===== config.mk =====
export PLATFORM = sky130hd
export DESIGN_NAME = branch_resolver
export DESIGN_NICKNAME = d
export VERILOG_FILES = /design/src/rtl/branch_pkg.sv /design/src/rtl/branch_comparator.sv /design/src/rtl/branch_resolver.sv
export SDC_FILE = /design/constraint.sdc
export NUM_CORES = 1
export LEC_CHECK = 0
export ABC_AREA = 1
export CAP_MARGIN = 20
export CORE_MARGIN = 1.5
export CORE_UTILIZATION = 53
export CTS_BUF_LIST = sky130_fd_sc_hd__clkbuf_4 sky130_fd_sc_hd__clkbuf_8
export CTS_CLUSTER_DIAMETER = 80
export CTS_CLUSTER_SIZE = 28
export DETAILED_ROUTE_END_ITERATION = 8
export PLACE_DENSITY = 0.82
export SLEW_MARGIN = 20
export SYNTH_ARGS = -nofsm -noshare
export SYNTH_HDL_FRONTEND = slang
export SYNTH_SLANG_ARGS = --single-unit
export TNS_END_PERCENT = 10

===== constraint.sdc =====
create_clock -name i_clk -period 3.1 [get_ports i_clk]
set_clock_uncertainty 0.1 [all_clocks]
set_input_delay 0.465 -clock i_clk [delete_from_list [all_inputs] [get_ports i_clk]]
set_output_delay 0.465 -clock i_clk [all_outputs]
set_load 0.02 [all_outputs]

===== src/rtl/branch_pkg.sv =====
// ---------------------------------------------------------------------------
// branch_pkg
//   Shared definitions for the EX-stage branch resolution logic:
//   - funct3 encodings of the conditional branch comparisons
//   - the RUN/SQUASH state enum of the resolver
//   - small target-address helpers (all arithmetic wraps modulo 2^32)
// ---------------------------------------------------------------------------
package branch_pkg;

   // Conditional branch condition codes (funct3 field).
   localparam logic [2:0] F3_BEQ  = 3'b000;
   localparam logic [2:0] F3_BNE  = 3'b001;
   localparam logic [2:0] F3_BLT  = 3'b100;
   localparam logic [2:0] F3_BGE  = 3'b101;
   localparam logic [2:0] F3_BLTU = 3'b110;
   localparam logic [2:0] F3_BGEU = 3'b111;

   // Size of one instruction; the fall-through address is pc + INSTR_BYTES.
   localparam logic [31:0] INSTR_BYTES = 32'd4;

   // RUN: EX holds a right-path instruction.
   // SQUASH: the cycle after a redirect; EX holds a wrong-path instruction.
   typedef enum logic {
      ST_RUN    = 1'b0,
      ST_SQUASH = 1'b1
   } state_e;

   // PC-relative target (JAL, taken conditional branch).
   function automatic logic [31:0] pc_rel_target(input logic [31:0] pc,
                                                 input logic [31:0] imm);
      return pc + imm;
   endfunction

   // Register-indirect target (JALR): bit 0 of the sum is forced to zero.
   function automatic logic [31:0] jalr_target(input logic [31:0] rs1,
                                               input logic [31:0] imm);
      logic [31:0] sum;
      sum = rs1 + imm;
      return {sum[31:1], 1'b0};
   endfunction

endpackage


===== src/rtl/branch_comparator.sv =====
// ---------------------------------------------------------------------------
// branch_comparator
//   Purely combinational evaluation of a conditional branch condition.
//   Ports:
//     funct3_i  [2:0]  branch condition code
//     rs1_i     [31:0] first operand (forwarded)
//     rs2_i     [31:0] second operand (forwarded)
//     taken_o          1 when the condition holds; reserved codes 010/011
//                      always evaluate to not-taken
// ---------------------------------------------------------------------------
module branch_comparator
   import branch_pkg::*;
(
   input  logic [2:0]  funct3_i,
   input  logic [31:0] rs1_i,
   input  logic [31:0] rs2_i,
   output logic        taken_o
);

   logic eq;
   logic lt_signed;
   logic lt_unsigned;

   assign eq          = (rs1_i == rs2_i);
   assign lt_signed   = ($signed(rs1_i) < $signed(rs2_i));
   assign lt_unsigned = (rs1_i < rs2_i);

   // NOTE: a default before the case keeps every path assigned, so no latch
   // is inferred for the unlisted (reserved) funct3 codes.
   always_comb begin
      taken_o = 1'b0;
      case (funct3_i)
         F3_BEQ:  taken_o = eq;
         F3_BNE:  taken_o = ~eq;
         F3_BLT:  taken_o = lt_signed;
         F3_BGE:  taken_o = ~lt_signed;
         F3_BLTU: taken_o = lt_unsigned;
         F3_BGEU: taken_o = ~lt_unsigned;
         default: taken_o = 1'b0;
      endcase
   end

endmodule


===== src/rtl/branch_resolver.sv =====
// ---------------------------------------------------------------------------
// branch_resolver
//   EX-stage branch/jump resolution. Evaluates conditional branches, detects
//   mispredictions, computes redirect targets for branches and JAL/JALR, and
//   produces registered redirect/flush pulses, predictor updates and
//   performance counters.
//   Ports:
//     i_clk, i_reset_n        clock, synchronous active-low reset
//     i_valid, i_stall        EX holds a valid instruction / EX is held
//     i_is_branch/jal/jalr    decoded instruction class
//     i_funct3                branch condition
//     i_rs1_data, i_rs2_data  forwarded operands
//     i_pc, i_imm             EX PC and sign-extended immediate
//     i_pred_taken            prediction carried from ID
//     o_redirect, o_flush     one-cycle redirect pulse and pipeline kill
//     o_redirect_pc           redirect target (held between pulses)
//     o_bp_wen, o_bp_pc,
//     o_bp_actual_taken       predictor update (pc/outcome held between pulses)
//     o_br_count              resolved conditional branches
//     o_mispred_count         mispredicted conditional branches
// ---------------------------------------------------------------------------
module branch_resolver
   import branch_pkg::*;
(
   input  logic        i_clk,
   input  logic        i_reset_n,
   input  logic        i_valid,
   input  logic        i_stall,
   input  logic        i_is_branch,
   input  logic        i_is_jal,
   input  logic        i_is_jalr,
   input  logic [2:0]  i_funct3,
   input  logic [31:0] i_rs1_data,
   input  logic [31:0] i_rs2_data,
   input  logic [31:0] i_pc,
   input  logic [31:0] i_imm,
   input  logic        i_pred_taken,
   output logic        o_redirect,
   output logic [31:0] o_redirect_pc,
   output logic        o_flush,
   output logic        o_bp_wen,
   output logic [31:0] o_bp_pc,
   output logic        o_bp_actual_taken,
   output logic [31:0] o_br_count,
   output logic [31:0] o_mispred_count
);

   state_e      state_q, state_d;
   logic        redirect_q, redirect_d;
   logic [31:0] redirect_pc_q, redirect_pc_d;
   logic        bp_wen_q, bp_wen_d;
   logic [31:0] bp_pc_q, bp_pc_d;
   logic        bp_actual_q, bp_actual_d;
   logic [31:0] br_count_q, br_count_d;
   logic [31:0] mispred_count_q, mispred_count_d;

   logic        resolve;
   logic        br_resolve;
   logic        cond_taken;
   logic        mispred;

   branch_comparator u_cmp (
      .funct3_i (i_funct3),
      .rs1_i    (i_rs1_data),
      .rs2_i    (i_rs2_data),
      .taken_o  (cond_taken)
   );

   // An instruction resolves only once: when it is valid, no longer held,
   // and not on the wrong path behind a redirect.
   assign resolve    = i_valid & ~i_stall & (state_q == ST_RUN);
   // Jumps take precedence should a decoder ever flag more than one class.
   assign br_resolve = resolve & i_is_branch & ~i_is_jal & ~i_is_jalr;
   assign mispred    = br_resolve & (cond_taken != i_pred_taken);

   always_comb begin
      state_d         = state_q;
      redirect_d      = 1'b0;
      redirect_pc_d   = redirect_pc_q;
      bp_wen_d        = 1'b0;
      bp_pc_d         = bp_pc_q;
      bp_actual_d     = bp_actual_q;
      br_count_d      = br_count_q;
      mispred_count_d = mispred_count_q;

      if (resolve) begin
         if (i_is_jal) begin
            redirect_d    = 1'b1;
            redirect_pc_d = pc_rel_target(i_pc, i_imm);
         end else if (i_is_jalr) begin
            redirect_d    = 1'b1;
            redirect_pc_d = jalr_target(i_rs1_data, i_imm);
         end else if (i_is_branch) begin
            bp_wen_d    = 1'b1;
            bp_pc_d     = i_pc;
            bp_actual_d = cond_taken;
            br_count_d  = br_count_q + 32'd1;
            if (mispred) begin
               redirect_d      = 1'b1;
               mispred_count_d = mispred_count_q + 32'd1;
               redirect_pc_d   = cond_taken ? pc_rel_target(i_pc, i_imm)
                                            : (i_pc + INSTR_BYTES);
            end
         end
      end

      // The squash lasts exactly the one cycle in which the redirect pulse
      // is visible; the instruction in EX during it is wrong-path.
      case (state_q)
         ST_RUN:    state_d = redirect_d ? ST_SQUASH : ST_RUN;
         ST_SQUASH: state_d = ST_RUN;
         default:   state_d = ST_RUN;
      endcase
   end

   // NOTE: non-blocking assignments for all state so every register samples
   // the pre-edge values, independent of statement order.
   always_ff @(posedge i_clk) begin
      if (!i_reset_n) begin
         state_q         <= ST_RUN;
         redirect_q      <= 1'b0;
         redirect_pc_q   <= 32'h0;
         bp_wen_q        <= 1'b0;
         bp_pc_q         <= 32'h0;
         bp_actual_q     <= 1'b0;
         br_count_q      <= 32'h0;
         mispred_count_q <= 32'h0;
      end else begin
         state_q         <= state_d;
         redirect_q      <= redirect_d;
         redirect_pc_q   <= redirect_pc_d;
         bp_wen_q        <= bp_wen_d;
         bp_pc_q         <= bp_pc_d;
         bp_actual_q     <= bp_actual_d;
         br_count_q      <= br_count_d;
         mispred_count_q <= mispred_count_d;
      end
   end

   assign o_redirect        = redirect_q;
   assign o_flush           = redirect_q;
   assign o_redirect_pc     = redirect_pc_q;
   assign o_bp_wen          = bp_wen_q;
   assign o_bp_pc           = bp_pc_q;
   assign o_bp_actual_taken = bp_actual_q;
   assign o_br_count        = br_count_q;
   assign o_mispred_count   = mispred_count_q;

endmodule


==> impl_metrics.tcl <==
set metrics [dict create \
    grt_max_degree 65 \
    cts.hold.buffers_added 0 \
    synthMuxAreaShare_pct 0 \
    drc 0 \
    clock-root-buffer "clkbuf_8" \
    ys_warn_count 0 \
    post-route-period-util_pct 102 \
    drt_wl_total_um 48700 \
    netlist_area_um2 11600 \
    syn2layout_area_growth_pct 47.4 \
    core-area_um2 21200 \
    setup_viol 16 \
    hold_violations 0 \
    powerDensity_nw_per_um2 323 \
    h-tree-depth 4 \
    start_util_pct 54.7 \
    clock_latency_ps 460 \
    p_switching_uw 2060 \
    violations "negative setup slack" \
    path_clk_slew_ps 90 \
    fill_cells 1491 \
    synth_seq_cells 132 \
    p_sw_share_pct 37.3 \
    status "finished, violations left" \
    yosysTopAreaCellShare_pct 22.8 \
    slew_violations 0 \
    hold_path.class "reg2reg" \
    yosysTopAreaCell "dfxtp_1" \
    pin_count 271 \
    vdd_drop_max_uv 256 \
    cp_max_fo 6 \
    total_power_uw 5520 \
    max_freq_mhz 317 \
    drt-vias-per-instance 5.80 \
    place_area_um2 16300 \
    grt_pass1_vias 14731 \
    syn_nets 2104 \
    synthAdderAreaFrac_pct 10.7 \
    dp_hpwl_um 37100 \
    drtIter0Drc 1320 \
    combPwrFrac_pct 39.9 \
    ys_seq_area_share_pct 22.8 \
    cts.sinks 132 \
    wl_per_cell_um 18.4 \
    leakage_uw 0.00766 \
    synth_cells 1867 \
    tightest_slew_ps 642 \
    overflow 0 \
    clk_path_buf_depth 2 \
    die_h_um 151 \
    critPathKind "in2reg" \
    tritoncts "built" \
    cts_made_buffers 17 \
    drive_above_1_share_pct 15.1 \
    post-route-min-period_ps 3150 \
    clkPwrFrac_pct 28.2 \
    setup_slack_ps -53.2 \
    intPower_uw 3460 \
    slew_headroom_pct 57.2 \
    rows 53 \
    port_buffers 270 \
    final_nets 2602 \
    drt_first_pass_iters 8 \
    synth_top_family_by_area "simple AND/OR/NAND/NOR gates" \
    grt_util_all_layers_pct 40.6 \
    finalInstanceArea_um2 17100 \
    yosys.area_share.simple_pct 35.0 \
    cap_violations 0 \
    p_seq_share_pct 32.0 \
    cp.arrival_ps 3440 \
    ant_nets 0 \
    antenna_found_initial 1 \
    required_ps 3390 \
    yosys-top-cells-area "dfxtp_1, nand2_1, ha_1" \
    synth_compound_area_share_pct 16.2 \
    synthXorXnorAreaFrac_pct 6.87 \
    gp_congestion 1.00 \
    cp-start-kind "primary input" \
    grt_pass1_wl_um 72700 \
    syn_avg_cell_area_um2 6.21 \
    die_x_um 151 \
    antenna_cells 0 \
    cp-end-kind "register" \
    dr_total_vias 15397 \
    yosysUniqueCellTypes 45 \
    fp.dieArea_um2 22800 \
]
[worst max-delay path, cell delays in order]
cell and delay (ps):
clkdlybuf4s50_1 540, ha_4 240, a21oi_1 230, nand2_1 110, a21oi_2 150, nand2_1 120
nand2_2 130, nand2_2 90, nand2_2 70, nand3_1 90, nand2_2 170, inv_2 60
nand2_4 100, nand2_4 70, nand3_4 110, nand2_4 90, nor2_8 260, clkbuf_16 200
nand2_1 70, o21ai_1 80
[cell families after synthesis]
group,count (synthesis)
fa+ha+maj,98
buf+inv,252
simple gates,942
xor+xnor,91
flops,132
compound gates,352
[synth_stat cells]
cell type  count
a211oi_1       2
a21boi_0       4
a21o_1         8
a21oi_1      155
a21oi_2        2
a221oi_1       2
a31oi_1        6
and3_1         4
buf_1          4
buf_2         10
buf_4          4
buf_6          2
clkbuf_1      25
dfxtp_1      132
fa_1           2
ha_1          96
inv_1        203
inv_2          4
nand2_1      466
nand2_2        8
nand2_4        1
nand3_1      108
nand3_4        1
nand3b_1       5
nand4_1       39
nor2_1       224
nor2_2         5
nor2_4         1
nor2_8         2
nor3_1        43
nor3_2         1
nor3b_1        4
nor3b_2        1
nor4_1        18
nor4_2         1
o211ai_1       1
o21a_1        12
o21ai_0      131
o21ai_1       16
o21bai_1       8
o22ai_1        5
or2_2          9
or4_1          1
xnor2_1       29
xor2_1        62
[layout make-up]
class | count | area (um2) | share of cell area [%]
Inverter | 207 | 779 | 4.56
Multi-Input combinational cell | 1483 | 8190 | 47.9
Clock buffer | 17 | 234 | 1.37
Tap cell | 275 | 344 | 2.01
Timing Repair Buffer | 524 | 4740 | 27.7
Sequential cell | 132 | 2640 | 15.5
Clock inverter | 15 | 171 | 1.00
[routing by layer]
metal  track usage, %  part of all wire [%]  routed length [um]  vias up
met5                0                     0                   0        -
met4             19.4                   6.1                2950        0
met3             6.36                   9.7                4710      263
met2             70.5                    47               22900      964
met1             48.7                    37               18100     6988
li1                 -                     -                   -     7182
[repair_timing]
item,in CTS,in global routing
setup buffers,0,9
cloned,0,4
pin swaps,0,22
gates resized for setup,1,56
setup endpoints to repair,6,49
[final timing paths]
kind	startpoint	endpoint	slack, ps	depth (start not counted)
worst max register to register	state_q	o_br_count[31]	470	10
worst max-delay path	i_rs1_data[11]	o_redirect_pc[0]	-50	20
worst min register to register	o_redirect_pc[25]	o_redirect_pc[25]	360	2
worst min-delay path	o_redirect_pc[25]	o_redirect_pc[25]	360	2
[power groups by stage]
stage | Sequential [uW] | Clock (uW) | Combinational [uW]
finish | 1760 | 1550 | 2200
global route | 1770 | 1610 | 2370
CTS | 1760 | 1530 | 2060
detailed placement | 1800 | 0 | 2040
global placement | 1800 | 0 | 1990
floorplan | 1850 | 0 | 990
[sequential cells by signal (all words and copies together), names as in the netlist]
signal             flops
o_bp_pc               32
o_br_count            32
o_mispred_count       32
o_redirect_pc         32
o_bp_actual_taken      1
o_bp_wen               1
o_flush                1
state_q                1
[metrics by stage]
| stage | setup TNS, ps | setup slack (ps) | std cells | utilization [%] | hold WS, ps |
|---|---|---|---|---|---|
| finish | -310 | -53.2 | 2653 | 80.6 | 355 |
| global route | -3750 | -175 | 2653 | 80.6 | 380 |
| CTS | 0 | 25.6 | 2641 | 78.8 | 357 |
| detailed placement | -24930 | -470 | 2609 | 76.8 | 344 |
| global placement | -19600 | -385 | 2609 | 76.8 | 336 |
| floorplan | 0 | 450 | 1867 | - | 427 |
[cell usage in the layout, fill, tap and decap left out, types with 29 or more instances in the layout]
cell,n
a21oi_1,148
buf_4,244
clkdlybuf4s50_1,265
dfxtp_1,132
ha_1,89
inv_1,199
nand2_1,460
nand3_1,107
nand4_1,39
nor2_1,217
nor3_1,43
o21ai_0,125
xnor2_1,29
xor2_1,62
(Power assumes the default switching activity.)
